`config.mk`:
```
export PLATFORM = sky130hd
export DESIGN_NAME = fpu_issue_ctrl
export DESIGN_NICKNAME = d
export VERILOG_FILES = /design/src/rtl/fpu_pkg.sv /design/src/rtl/fpu_wb_slot_pipe.sv /design/src/rtl/fpu_issue_ctrl.sv
export SDC_FILE = /design/constraint.sdc
export NUM_CORES = 1
export LEC_CHECK = 0
export CORE_MARGIN = 10
export CORE_UTILIZATION = 40
export DETAILED_ROUTE_END_ITERATION = 10
export GPL_TIMING_DRIVEN = 0
export SYNTH_ARGS = -nofsm -noshare
export SYNTH_HDL_FRONTEND = slang
export SYNTH_SLANG_ARGS = --single-unit
```
`constraint.sdc`:
```
create_clock -name clk -period 5.96 [get_ports clk]
set_clock_uncertainty 0.1 [all_clocks]
set_input_delay 1.192 -clock clk [delete_from_list [all_inputs] [get_ports clk]]
set_output_delay 1.192 -clock clk [all_outputs]
set_load 0.1 [all_outputs]
```
`src/rtl/fpu_pkg.sv`:
```
// Shared types and defaults for the FPU issue/hazard controller.
// Op classes, per-op latency lookup, and writeback-pipe depth.
package fpu_pkg;

   localparam int AW_D      = 5;
   localparam int ADD_LAT_D = 3;
   localparam int MUL_LAT_D = 4;
   localparam int DIV_LAT_D = 12;
   // The writeback pipe must hold the longest-latency op, which is the divider.
   localparam int DSIZE     = DIV_LAT_D;

   typedef enum logic [1:0] {
      OP_ADD = 2'd0,
      OP_MUL = 2'd1,
      OP_DIV = 2'd2,
      OP_MOV = 2'd3
   } fpu_op_e;

   typedef enum logic {
      DIV_IDLE = 1'b0,
      DIV_BUSY = 1'b1
   } div_state_e;

   typedef logic [AW_D-1:0] reg_addr_t;

   function automatic int op_lat(input fpu_op_e op, input int add_lat,
                                 input int mul_lat, input int div_lat);
      case (op)
         OP_ADD:  return add_lat;
         OP_MUL:  return mul_lat;
         OP_DIV:  return div_lat;
         default: return 1;
      endcase
   endfunction

endpackage

```
`src/rtl/fpu_wb_slot_pipe.sv`:
```
// Writeback slot pipe: one {valid, addr} entry per cycle of future writeback.
// Shifts toward slot 0 every cycle; slot 0 is the retiring result.
module fpu_wb_slot_pipe
   import fpu_pkg::*;
#(
   parameter int AW    = AW_D,
   parameter int DSIZE = fpu_pkg::DSIZE,
   localparam int LW   = $clog2(DSIZE + 1)
) (
   input  logic          clk,
   input  logic          rst_n,
   input  logic          flush,
   input  logic          wr_en,
   input  logic [LW-1:0] wr_lat,
   input  logic [AW-1:0] wr_addr,
   input  logic [LW-1:0] q_lat,
   output logic          q_busy,
   output logic          out_v,
   output logic [AW-1:0] out_addr
);

   logic [DSIZE-1:0] slot_v;
   logic [AW-1:0]    slot_a [DSIZE];
   logic [LW-1:0]    wr_idx;

   assign wr_idx = wr_lat - LW'(1);

   always_ff @(posedge clk or negedge rst_n) begin
      if (!rst_n) begin
         slot_v <= '0;
         for (int i = 0; i < DSIZE; i++) slot_a[i] <= '0;
      end else if (flush) begin
         slot_v <= '0;
         for (int i = 0; i < DSIZE; i++) slot_a[i] <= '0;
      end else begin
         for (int i = 0; i < DSIZE - 1; i++) begin
            slot_v[i] <= slot_v[i+1];
            slot_a[i] <= slot_a[i+1];
         end
         slot_v[DSIZE-1] <= 1'b0;
         slot_a[DSIZE-1] <= '0;
         if (wr_en) begin
            slot_v[wr_idx] <= 1'b1;
            slot_a[wr_idx] <= wr_addr;
         end
      end
   end

   // Slot L-1 after this cycle's shift is today's slot L; a latency equal to
   // DSIZE lands in the freshly emptied top slot and can never collide.
   always_comb begin
      q_busy = 1'b0;
      for (int i = 0; i < DSIZE; i++)
         if (q_lat == LW'(i)) q_busy = slot_v[i];
   end

   assign out_v    = slot_v[0];
   assign out_addr = slot_a[0];

endmodule

```
`src/rtl/fpu_issue_ctrl.sv`:
```
// FPU issue/hazard controller: RAW/WAW/port/divider stall decisions, pending-dest
// scoreboard, divider occupancy FSM and writeback-bus forward selects.
module fpu_issue_ctrl
   import fpu_pkg::*;
#(
   parameter int AW      = AW_D,
   parameter int ADD_LAT = ADD_LAT_D,
   parameter int MUL_LAT = MUL_LAT_D,
   parameter int DIV_LAT = DIV_LAT_D
) (
   input  logic          clk,
   input  logic          rst_n,
   input  logic          flush,
   input  logic          issue_valid,
   input  logic [1:0]    issue_op,
   input  logic [AW-1:0] issue_rl,
   input  logic [AW-1:0] issue_rr,
   input  logic [AW-1:0] issue_rd,
   output logic          issue_ready,
   output logic          fwd_l_sel,
   output logic          fwd_r_sel,
   output logic          wb_valid,
   output logic [AW-1:0] wb_addr,
   output logic          div_busy
);

   localparam int NSLOT = DIV_LAT;
   localparam int LW    = $clog2(NSLOT + 1);
   localparam int CW    = $clog2(DIV_LAT + 1);

   fpu_op_e          op;
   logic [LW-1:0]    lat;
   logic             port_busy;
   logic             accept, wr_en;
   logic             raw_l, raw_r, waw, port_hz, div_hz;
   logic [(2**AW)-1:0] pend, pend_nxt;
   div_state_e       div_state, div_state_nxt;
   logic [CW-1:0]    div_cnt, div_cnt_nxt;

   assign op  = fpu_op_e'(issue_op);
   assign lat = LW'(op_lat(op, ADD_LAT, MUL_LAT, DIV_LAT));

   fpu_wb_slot_pipe #(.AW(AW), .DSIZE(NSLOT)) u_pipe (
      .clk      (clk),
      .rst_n    (rst_n),
      .flush    (flush),
      .wr_en    (wr_en),
      .wr_lat   (lat),
      .wr_addr  (issue_rd),
      .q_lat    (lat),
      .q_busy   (port_busy),
      .out_v    (wb_valid),
      .out_addr (wb_addr)
   );

   assign fwd_l_sel = wb_valid && (wb_addr != '0) && (wb_addr == issue_rl);
   assign fwd_r_sel = wb_valid && (wb_addr != '0) && (wb_addr == issue_rr);

   assign raw_l   = (issue_rl != '0) && pend[issue_rl] && !fwd_l_sel;
   assign raw_r   = (issue_rr != '0) && pend[issue_rr] && !fwd_r_sel;
   assign waw     = (issue_rd != '0) && pend[issue_rd] && !(wb_valid && wb_addr == issue_rd);
   assign port_hz = (issue_rd != '0) && port_busy;
   assign div_hz  = (op == OP_DIV) && div_busy;

   // Handshake: an op transfers on any cycle with issue_valid && issue_ready;
   // issue_ready is computed without looking at issue_valid, so decode may hold
   // or change its op freely while stalled.
   assign issue_ready = !(raw_l || raw_r || waw || port_hz || div_hz || flush);
   assign accept      = issue_valid && issue_ready;
   assign wr_en       = accept && (issue_rd != '0);

   // Retiring clear first, then the new set, so a same-edge set on one reg wins.
   always_comb begin
      pend_nxt = pend;
      if (wb_valid) pend_nxt[wb_addr] = 1'b0;
      if (wr_en)    pend_nxt[issue_rd] = 1'b1;
   end

   always_ff @(posedge clk or negedge rst_n) begin
      if (!rst_n)     pend <= '0;
      else if (flush) pend <= '0;
      else            pend <= pend_nxt;
   end

   always_ff @(posedge clk or negedge rst_n) begin
      if (!rst_n) begin
         div_state <= DIV_IDLE;
         div_cnt   <= '0;
      end else if (flush) begin
         div_state <= DIV_IDLE;
         div_cnt   <= '0;
      end else begin
         div_state <= div_state_nxt;
         div_cnt   <= div_cnt_nxt;
      end
   end

   // The divider is released on the cycle its result retires, so a back-to-back
   // divide can be accepted exactly DIV_LAT cycles after the previous one.
   always_comb begin
      div_state_nxt = div_state;
      div_cnt_nxt   = div_cnt;
      case (div_state)
         DIV_IDLE: begin
            if (accept && (op == OP_DIV) && (DIV_LAT > 1)) begin
               div_state_nxt = DIV_BUSY;
               div_cnt_nxt   = CW'(DIV_LAT - 1);
            end
         end
         DIV_BUSY: begin
            div_cnt_nxt = div_cnt - CW'(1);
            if (div_cnt_nxt == '0) div_state_nxt = DIV_IDLE;
         end
         default: div_state_nxt = DIV_IDLE;
      endcase
   end

   assign div_busy = (div_state == DIV_BUSY);

endmodule

```
==> results of run 1 <==
==> flip-flops by register name, indices dropped and copies added, names as in the netlist <==
signal	count
u_pipe.slot_a	55
pend	32
u_pipe.out_addr	5
u_pipe.slot_v	12
div_cnt	4
div_busy	1
==> synth_stat cells, drive strengths merged (3+ instances only) <==
cell type  count  area (µm²)
dfrtp        109        2728
o31ai         57       427.9
nor2b         49       306.5
nand2         44       165.2
clkbuf        38       142.6
mux2i         36       360.4
a21oi         35       175.2
nand4         27       168.9
nor2          24       90.09
buf           22       141.4
nand2b        21       131.4
nand3b        20       150.1
o21ai         20       100.1
inv           12       45.04
xor2          11       96.34
mux4          10       225.2
nand3         10       50.05
and3           9       56.30
ha             8       100.1
a31oi          7       43.79
nor3b          7       52.55
nor3           6       35.03
xnor2          6       52.55
a22oi          4       30.03
and2           4       25.02
mux2           4       45.04
nor4           4       25.02
and3b          3       26.28
o211ai         3       22.52
==> what timing repair did <==
| item | 4_1_cts | 5_1_grt |
|---|---|---|
| setup endpoints to repair | 1 | 1 |
| gates cloned | 0 | 0 |
| resized for setup | 6 | 3 |
==> per-stage QoR <==
| step | instance area (µm²) | instances |
|---|---|---|
| final | 7025 | 860 |
| after global routing | 7025 | 860 |
| after CTS | 7018 | 860 |
| after detailed placement | 6695 | 844 |
| after global placement | 6670 | 843 |
| after floorplan | 6225 | 634 |
==> how the worst max path moves through the flow <==
| stage | startpoint | to | slack, ps | cells past startpoint |
|---|---|---|---|---|
| 6_report | issue_rd[1] | issue_ready | 310 | 9 |
| 3_5_place_dp | issue_rd[1] | issue_ready | -650 | 10 |
| 2_1_floorplan | issue_rr[1] | issue_ready | 370 | 8 |
| 3_3_place_gp | issue_rd[1] | issue_ready | -650 | 10 |
| 4_1_cts | issue_rd[1] | issue_ready | 80 | 9 |
| 5_1_grt | issue_rd[1] | issue_ready | 130 | 9 |
==> worst max-delay path: cells and delay by family <==
kind	cells	cell delay, ps
buf+inv	4	1610
compound gates	3	920
simple gates	1	200
mux	1	420
==> routing by layer <==
| metal | up-vias | global-route usage | wire, µm | share of wire |
|---|---|---|---|---|
| met3 | 31 | 0.03259 | 1293 | 0.071 |
| met4 | 0 | 0.06436 | 376 | 0.021 |
| met1 | 2566 | 0.2606 | 8593 | 0.47 |
| met5 | - | 0 | 0 | 0 |
| met2 | 202 | 0.2705 | 8020 | 0.44 |
| li1 | 2374 | - | - | - |
==> layout by cell type, fill, tap and decap left out, drive strengths merged, types with 3 or more instances in the layout <==
| master | synthesis | routed |
|---|---|---|
| a21oi | 35 | 35 |
| a22oi | 4 | 4 |
| a31oi | 7 | 7 |
| and2 | 4 | 4 |
| and3 | 9 | 9 |
| and3b | 3 | 3 |
| buf | 22 | 25 |
| clkbuf | 38 | 47 |
| clkdlybuf4s50 | 0 | 19 |
| clkinv | 0 | 4 |
| dfrtp | 109 | 109 |
| ha | 8 | 8 |
| inv | 12 | 15 |
| mux2 | 4 | 4 |
| mux2i | 36 | 36 |
| mux4 | 10 | 10 |
| nand2 | 44 | 44 |
| nand2b | 21 | 21 |
| nand3 | 10 | 10 |
| nand3b | 20 | 20 |
| nand4 | 27 | 27 |
| nor2 | 24 | 24 |
| nor2b | 49 | 49 |
| nor3 | 6 | 6 |
| nor3b | 7 | 7 |
| nor4 | 4 | 4 |
| o211ai | 3 | 3 |
| o21ai | 20 | 20 |
| o31ai | 57 | 57 |
| xnor2 | 6 | 6 |
| xor2 | 11 | 11 |
==> cells by family (layout without fill, tap and decap cells) <==
family                   count (synthesis)  after routing  share of synthesized area
AO/OA/AOI/OAI                          141            141                     0.1500
XOR/XNOR                                17             17                    0.02392
adder cells (fa/ha/maj)                  8              8                    0.01608
buffers and inverters                   72            110                    0.05287
flip-flops                             109            109                     0.4382
multiplexers                            50             50                     0.1013
AND/OR/NAND/NOR                        237            237                     0.2177
==> power by group <==
| group | switching, W | internal (W) |
|---|---|---|
| registers | 0.00000461 | 0.000744 |
| clock network | 0.000326 | 0.000308 |
| logic | 0.000141 | 0.0000585 |
| total | 0.000471 | 0.00111 |
==> final cells by class <==
class	instances	area (µm²)
inverter	12	45.04
multi-input combinational	453	3174
buffer	60	286.5
timing repair buffer	22	230.2
fill	1428	8177
clock buffer	9	225.2
clock inverter	7	101.3
sequential	109	2728
tap	188	235.2
==> out/metrics.csv, run 1 <==
metric,value,unit
syn_nets,663,
Initial Utilization,0.4095,
fraction of layout cells with a size suffix above 1,0.08185,
worst reg2reg setup slack,1870,ps
core outline area,15200,µm²
hold depth,1,
Power Total,0.001582,W
YS warnings,0,
Peak VDD IR,0.0001769,V
"slowest stage cell, crit path",clkdlybuf4s50_1,
ANT cells,0,
status,"finished, final reports clean",
highest clock rate,176.9,MHz
DIE HEIGHT,144.7,µm
post-layout util,0.4621,
Fin. Hold Viols,0,
Port Buffers,21,
"Period Utilization, post-route",0.9485,
Placer Congestion,0.9270,
count of flip-flops with a built-in enable after synthesis,0,
Slew HR,0.2226,
final setup vio count,0,
Worst R2R Start,u_pipe.out_addr[4],
first-pass GRT wire length,29500,µm
initial antenna violation count,0,
CTS buffer count,9,
# Post-CTS Setup Buffers,0,
R2R cell count,9,
DRT antenna net count,0,
Crit Path Class,input port to output port,
Vias/cell,6.015,
"Top FF cell, synth",dfrtp_1,
DRC viols,0,
# IOs,31,
actual slew at the worst max-slew pin,1137,ps
Max Buffers Root-to-Sink,2,
Mean Syn Cell Area,9.818,µm²
leakage,3.007,nW
arrival time of the worst setup path,4360,ps
fraction of registers with async set/reset,1.000,
Area Growth Syn to Fin,12.86,%
Layout Nets,696,
hold wc startpoint,u_pipe.slot_a[34],
CTS H-tree depth,3,
# hold bufs at CTS,0,
via count,5173,
required time of the critical path,4670,ps
CP Capture Type,output port,
hold slack,361.8,ps
Clock Latency Late Sink,370,ps
Mapped Cells,634,
CTS tree,built,
GRT Residual Overflow,0,
Die Wd,144.7,µm
Clock transition at path regs,80,ps
Final Max Tran Viols,0,
fin worst setup slack,307.1,ps
Max Cap Viol,0,
CP startpoint kind,input port,
Routed WL,18280,µm
R2R Path End,u_pipe.slot_a[17],
number of global-route vias before repair,5239,
DP HPWL,13560,µm
pin count of the biggest net entering global routing,73,
setup TNS,0,ps
DR pass1 iterations,5,
slowest cell delay on critical path,480,ps
register area share after synthesis,0.4382,
Hold Path End,u_pipe.slot_a[39],
Worst Hold Class,flop to flop,
P per Cell Area,225.2,nW/µm²
CTS root buf,clkbuf_16,
Tmin final,5653,ps
Avg WL per Cell,21.26,µm
DRT iter0 DRCs,593,
FP Rows,45,
RSZ-0062 raised after global routing,no,
CTS sink count,109,
Global Route Usage Sum,0.1825,
CP max FO,10,
setup slack at placement,-649.0,ps
crit-path cells,"clkdlybuf4s50_1, clkbuf_1, mux4_2, a311oi_1, o211ai_1, a221oi_2, clkbuf_2, and3_1, buf_2",
Post-Syn Area,6225,µm²
number of synthesized register bits,109,
Cell variety after synth,54,
full die area,20950,µm²
No activity file was read; power rests on OpenSTA's default activity.
==> run 2, diff against run 1 <==
MAX_ROUTING_LAYER = met4   (was not set)
==> run 2 against run 1 <==
Effect of this change: the run now ends with capacitance limit left; clock-buffer cell count grew 1; core utilization decreased by 0.30 points; setup slack worse by 9.4 ps; critical path type unchanged.
==> out/metrics.csv, run 2 (synthesized netlist as in run 1, its figures left out) <==
metric,value,unit,change
CTS root buf,clkbuf_16,,
Top Registers,"u_pipe.slot_a: 55 flops, pend: 32 flops, u_pipe.slot_v: 12 flops",,
Fin. Hold Viols,0,,unchanged
Port Buffers,21,,unchanged
Max Cap Viol,1,,+1
R2R cell count,9,,unchanged
CP max FO,10,,unchanged
Die Wd,144.7,µm,unchanged
status,finished with violations,,
Avg WL per Cell,21.37,µm,+0.51%
Global Route Usage Sum,0.1856,,+0.003072
DR pass1 iterations,5,,unchanged
post-layout util,0.4592,,-0.002963
critical path depth in cells,9,,unchanged
Placer Congestion,0.9347,,+0.83%
DRT iter0 DRCs,766,,+29%
DP HPWL,13560,µm,about the same
Worst Hold Class,flop to flop,,
P per Cell Area,220.1,nW/µm²,-2.2%
Critical path buffers and inverters,3,,-1
Final Max Tran Viols,0,,unchanged
slowest cell delay on critical path,1100,ps,+620 ps
via count,5157,,-0.31%
Finished Layout Cells,860,,unchanged
leakage,2.988,nW,-0.64%
family with the most delay on the worst path,compound AO/OA/AOI/OAI gates,,
Crit Path Class,input port to output port,,
final setup vio count,0,,unchanged
Peak VDD IR,0.0001610,V,-9.0%
pin count of the biggest net entering global routing,65,,-11%
crit-path cells,"buf_2, mux2i_1, mux4_2, and3_1, a2111oi_0, a221oi_2, clkbuf_1, and3_1, buf_2",,
Layout Nets,696,,unchanged
DRT antenna net count,0,,unchanged
Vias/cell,5.997,,-0.31%
core outline area,15200,µm²,unchanged
DRC viols,0,,unchanged
required time of the critical path,4670,ps,about the same
failing checks,capacitance limit,,
Post-Place Cells,844,,unchanged
Tmin final,5662,ps,+9.413 ps
Slew HR,0.02955,,-0.1931
arrival time of the worst setup path,4370,ps,about the same
Psw,0.0004416,W,-6.2%
FP Rows,45,,unchanged
Clock transition at path regs,80,ps,about the same
Logic pwr share,0.130,,+0.004
# IOs,31,,unchanged
Multi-input gate area,3174,µm²,unchanged
fraction of layout cells with a size suffix above 1,0.08036,,-0.001488
Max Buffers Root-to-Sink,2,,unchanged
Flop pwr share,0.487,,+0.014
Initial Utilization,0.4095,,unchanged
Net Sw Frac,0.2874,,-0.01035
number of global-route vias before repair,5137,,-1.9%
CP startpoint kind,input port,,
CP Capture Type,output port,,
initial antenna violation count,0,,unchanged
"Period Utilization, post-route",0.9500,,+0.001579
actual slew at the worst max-slew pin,1419,ps,+282.3 ps
ANT cells,0,,unchanged
CTS sink count,109,,unchanged
Clock Latency Late Sink,350,ps,-20 ps
first-pass GRT wire length,29300,µm,-0.70%
CTS tree,built,,
P_int,0.001095,W,-1.4%
DP Area,6695,µm²,unchanged
full die area,20950,µm²,unchanged
Area Growth Syn to Fin,12.14,%,
Routed WL,18380,µm,+0.51%
# Post-CTS Setup Buffers,0,,unchanged
RSZ-0062 raised after global routing,no,,
GRT Residual Overflow,0,,unchanged
"commonest cells after routing, fill and taps aside","dfrtp_1, o31ai_1, nor2b_1, nand2_1, clkbuf_1",,
fin area,6980,µm²,-0.64%
Biggest register,u_pipe.slot_a,,
"commonest non-fill, non-tap cell in the layout",dfrtp_1,,
max reg flops,55,,unchanged
CTS H-tree depth,3,,unchanged
FF+latch area,2728,µm²,unchanged
CTS buffer count,9,,unchanged
"slowest stage cell, crit path",a2111oi_0,,
Clk pwr share,0.383,,-0.018
hold depth,1,,unchanged
DIE HEIGHT,144.7,µm,unchanged
filler cell count,1450,,+1.5%
highest clock rate,176.6,MHz,-0.17%
run 2: per-stage QoR:
stage / setup slack [ps] / total power, W / hold slack (ps) / setup TNS [ps]
after floorplan: 369.3 / 0.0008861 / 338.5 / 0
after global placement: -638.5 / 0.0009558 / 342.8 / -63870
after detailed placement: -645.7 / 0.0009603 / 347.5 / -645.7
after CTS: 59.55 / 0.001538 / 365.0 / 0
after global routing: 138.2 / 0.001588 / 393.2 / 0
final: 297.7 / 0.001537 / 361.2 / 0
run 2: metal layers:
| metal | track usage | share of wire | vias up |
|---|---|---|---|
| li1 | - | - | 2360 |
| met1 | 0.2610 | 0.46 | 2567 |
| met2 | 0.2734 | 0.45 | 212 |
| met3 | 0.02771 | 0.074 | 18 |
| met4 | 0.05053 | 0.014 | 0 |
| met5 | - | 0 | - |
run 2: worst paths after layout:
path | start | to | slack [ps]
max reg2reg | u_pipe.out_addr[4] | u_pipe.slot_a[15] | 1710
min in group asynchronous | rst_n | pend[22] | 730
min | u_pipe.slot_a[31] | u_pipe.slot_a[36] | 360
min reg2reg | u_pipe.slot_a[31] | u_pipe.slot_a[36] | 360
max in group asynchronous | rst_n | u_pipe.slot_v[1] | 4290
max | issue_rr[1] | issue_ready | 300
run 2: power groups by stage:
stage / Sequential (W) / Clock [W] / Combinational, W
finish: 0.000749 / 0.000589 / 0.000199
global route: 0.000750 / 0.000621 / 0.000217
CTS: 0.000749 / 0.000593 / 0.000197
detailed placement: 0.000764 / 0 / 0.000197
global placement: 0.000764 / 0 / 0.000192
floorplan: 0.000764 / 0 / 0.000122
run 2: cell type report:
| type | instances | area share |
|---|---|---|
| clock inverters | 6 | 0.007528 |
| clock buffers | 10 | 0.03280 |
| multi-input cells | 453 | 0.4547 |
| plain buffers | 60 | 0.04105 |
| well taps | 188 | 0.03370 |
| flip-flops and latches | 109 | 0.3908 |
| inverters | 12 | 0.006453 |
| repair buffers | 22 | 0.03298 |
run 2: what timing repair did:
item,CTS,global route
gates resized for setup,5,5
hold buffers,0,0
endpoints found under the setup margin,1,1
==> run 3, diff against run 2 <==
ABC_AREA = 1   (was not set)
==> run 3 against run 2 <==
Effect of this change: combinational power increased by 4%; core utilization rose by 0.57 points; the run now ends clean; power rose by 4.2%; critical path type unchanged; die area rose by 5.5%; non-clock buffer count increased by 5; setup slack gained 14 ps; sequential power about the same; fmax is 0.25% higher; clock power rose by 9.7%; first-iteration DRC count fell by 34%; routed wire length up 7.0%; global-route usage is 0.17 points lower.
==> out/metrics.csv, run 3 <==
metric,value,unit,change
GR Util met2,0.2978,,+0.02438
status,"finished, final reports clean",,
Power Total,0.001601,W,+4.2%
DP HPWL,14330,µm,+5.7%
CP max FO,8,,-2
arrival time of the worst setup path,4360,ps,about the same
Post-Syn Area,6621,µm²,+6.4%
met3 usage,0.02822,,+0.0005107
# Post-CTS Setup Buffers,0,,unchanged
Compound-Gate Fraction of Synth Area,0.1357,,-0.01427
post-layout util,0.4649,,+0.005682
Initial Utilization,0.4123,,+0.002877
initial antenna violation count,0,,unchanged
Layout Nets,950,,+36%
Final Max Tran Viols,0,,unchanged
Die Wd,148.7,µm,+2.7%
Clock Latency Late Sink,360,ps,about the same
DRC viols,0,,unchanged
RSZ-0062 raised after global routing,no,,
R2R cell count,13,,+4
Synth top cells by count,"nand2_1, nand3_1, dfrtp_1",,
final setup vio count,0,,unchanged
Post-Synth Simple-Gate Area,0.2878,,+0.07010
GRT Residual Overflow,0,,unchanged
Vias/cell,5.253,,-12%
crit-path most repeated cell,nand2_1,,
DR pass1 iterations,6,,+1
Psw,0.0004387,W,-0.65%
max reg flops,55,,unchanged
first-pass GRT wire length,31510,µm,+7.5%
Finished Layout Cells,1142,,+33%
Port Buffers,23,,+9.5%
"commonest non-fill, non-tap cell in the layout",nand2_1,,
CTS H-tree depth,3,,unchanged
leakage,3.347,nW,+12%
FF+latch area,2728,µm²,unchanged
pin count of the biggest net entering global routing,59,,-9.2%
actual slew at the worst max-slew pin,975.3,ps,-443.7 ps
CP Capture Type,output port,,
# IOs,31,,unchanged
number of synthesized register bits,109,,unchanged
count of flip-flops with a built-in enable after synthesis,0,,unchanged
leading post-synthesis cells by cell area,"dfrtp_1, nand2_1, nand3_1",,
DRT iter0 DRCs,508,,-34%
Tmin final,5648,ps,-14.38 ps
CP startpoint kind,input port,,
highest clock rate,177.1,MHz,+0.25%
# hold bufs at CTS,0,,unchanged
Mapped Cells,886,,+40%
fraction of registers with async set/reset,1.000,,unchanged
CTS tree,built,,
Placer Congestion,0.8969,,-4.0%
setup TNS,0,ps,unchanged
global routing's busiest layer,met2,,
Peak VDD IR,0.0001311,V,-19%
number of global-route vias before repair,5732,,+12%
slowest cell delay on critical path,1130,ps,+30 ps
hold depth,2,,+1
Clk pwr share,0.403,,+0.020
Avg WL per Cell,17.22,µm,-19%
"commonest cells after routing, fill and taps aside","nand2_1, nand3_1, dfrtp_1, inv_1, a21oi_1",,
grt met1 use,0.2301,,-0.03094
Mean Syn Cell Area,7.473,µm²,-24%
Post-Place Cells,1126,,+33%
Logic pwr share,0.129,,about the same
DIE HEIGHT,148.7,µm,+2.7%
CTS sink count,109,,unchanged
ANT cells,0,,unchanged
Multi-input gate area,3134,µm²,-1.3%
Max Buffers Root-to-Sink,2,,unchanged
FP Rows,46,,+2.2%
largest family of logic cells by synthesized area,simple AND/OR/NAND/NOR gates,,
Crit Path Class,input port to output port,,
Worst Hold Class,flop to flop,,
core outline area,16060,µm²,+5.6%
critical path depth in cells,15,,+6
Flop pwr share,0.467,,-0.020
fraction of layout cells with a size suffix above 1,0.1188,,+0.03843
Cell variety after synth,37,,-31%
family with the most delay on the worst path,buffers and inverters,,
Max Cap Viol,0,,-1
Fin. Hold Viols,0,,unchanged
Net Sw Frac,0.2741,,-0.01330
required time of the critical path,4670,ps,about the same
via count,5999,,+16%
Clock transition at path regs,70,ps,about the same
Global Route Usage Sum,0.1839,,-0.001714
filler cell count,1655,,+14%
Area Growth Syn to Fin,12.74,%,
Synth top area share,0.4119,,-0.02625
P per Cell Area,214.4,nW/µm²,-2.6%
"Top FF cell, synth",dfrtp_1,,
crit-path cells,"clkdlybuf4s50_1, inv_1, ha_1, clkbuf_1, a21boi_0, nand2_1, nand2_1, nand2_1, nand3b_1, nand2_1, nand2_1, nand2_1, nand3_4, inv_1, clkdlybuf4s50_1",,
register area share after synthesis,0.4119,,-0.02625
YS warnings,0,,unchanged
Biggest register,u_pipe.slot_a,,
post-cts resize count,0,,-5
DRT antenna net count,0,,unchanged
adder-cell share of the synthesized area,0.01512,,-0.0009632
Slew HR,0.3478,,+0.3182
Critical path buffers and inverters,5,,+2
Top Registers,"u_pipe.slot_a: 55 flops, pend: 32 flops, u_pipe.slot_v: 12 flops",,
"slowest stage cell, crit path",clkdlybuf4s50_1,,
Post-Synth XOR/XNOR Area,0.009259,,-0.01466
syn_nets,915,,+38%
CTS buffer count,9,,unchanged
"Period Utilization, post-route",0.9476,,-0.002413
P_int,0.001162,W,+6.1%
Routed WL,19670,µm,+7.0%
most frequent cell after synthesis,nand2_1,,
CTS root buf,clkbuf_16,,
mux cell area share after synthesis,0.02551,,-0.07580
leading area contributor after synthesis,dfrtp_1,,
full die area,22100,µm²,+5.5%
[run 3: per-layer routing]
layer | part of all wire | vias up
met3 | 0.060 | 32
met1 | 0.43 | 2842
met2 | 0.49 | 180
met5 | 0 | -
met4 | 0.027 | 0
li1 | - | 2945
[run 3: worst reg2reg max path, delay by kind of cell, from the launching register on]
kind	cells	cell delay, ps
AND/OR/NAND/NOR	10	1270
buffers and inverters	2	360
AO/OA/AOI/OAI	1	310
flip-flops	1	530
[run 3: final cells by class]
cell class	count	share of cell area
multi-input combinational	623	0.4199
clock buffer	11	0.03386
timing repair buffer	24	0.03419
clock inverter	5	0.008716
buffer	63	0.05598
sequential	109	0.3654
tap	216	0.03621
inverter	91	0.04576
[run 3: logic make-up after synthesis]
family,Yosys count
adder cells (fa/ha/maj),8
AO/OA/AOI/OAI,166
XOR/XNOR,7
AND/OR/NAND/NOR,427
multiplexers,15
flip-flops,109
buffers and inverters,154
[run 3: power by group through the flow]
| stage | Sequential (W) | Clock, W | Combinational, W |
|---|---|---|---|
| 3_3_place_gp | 0.000763 | 0 | 0.000204 |
| 3_5_place_dp | 0.000762 | 0 | 0.000206 |
| 4_1_cts | 0.000748 | 0.000655 | 0.000207 |
| 6_report | 0.000748 | 0.000646 | 0.000207 |
| 2_1_floorplan | 0.000763 | 0 | 0.000127 |
| 5_1_grt | 0.000748 | 0.000684 | 0.000227 |
[run 3: final timing paths]
| kind | from | end | slack (ps) |
|---|---|---|---|
| max | issue_op[1] | issue_ready | 310 |
| min | u_pipe.slot_a[34] | u_pipe.slot_a[39] | 360 |
| max reg2reg | u_pipe.out_addr[1] | u_pipe.slot_a[18] | 3270 |
| min reg2reg | u_pipe.slot_a[34] | u_pipe.slot_a[39] | 360 |
| max in group asynchronous | rst_n | pend[17] | 4270 |
| min in group asynchronous | rst_n | u_pipe.slot_a[28] | 770 |
[run 3: per-stage QoR]
stage	worst slack [ps]	cell area [µm²]	hold WS, ps
finish	312.1	7465	356.8
global route	36.30	7465	381.2
CTS	285.5	7465	362.2
detailed placement	290.3	7147	345.3
global placement	-709.0	7122	335.0
floorplan	846.0	6621	334.0
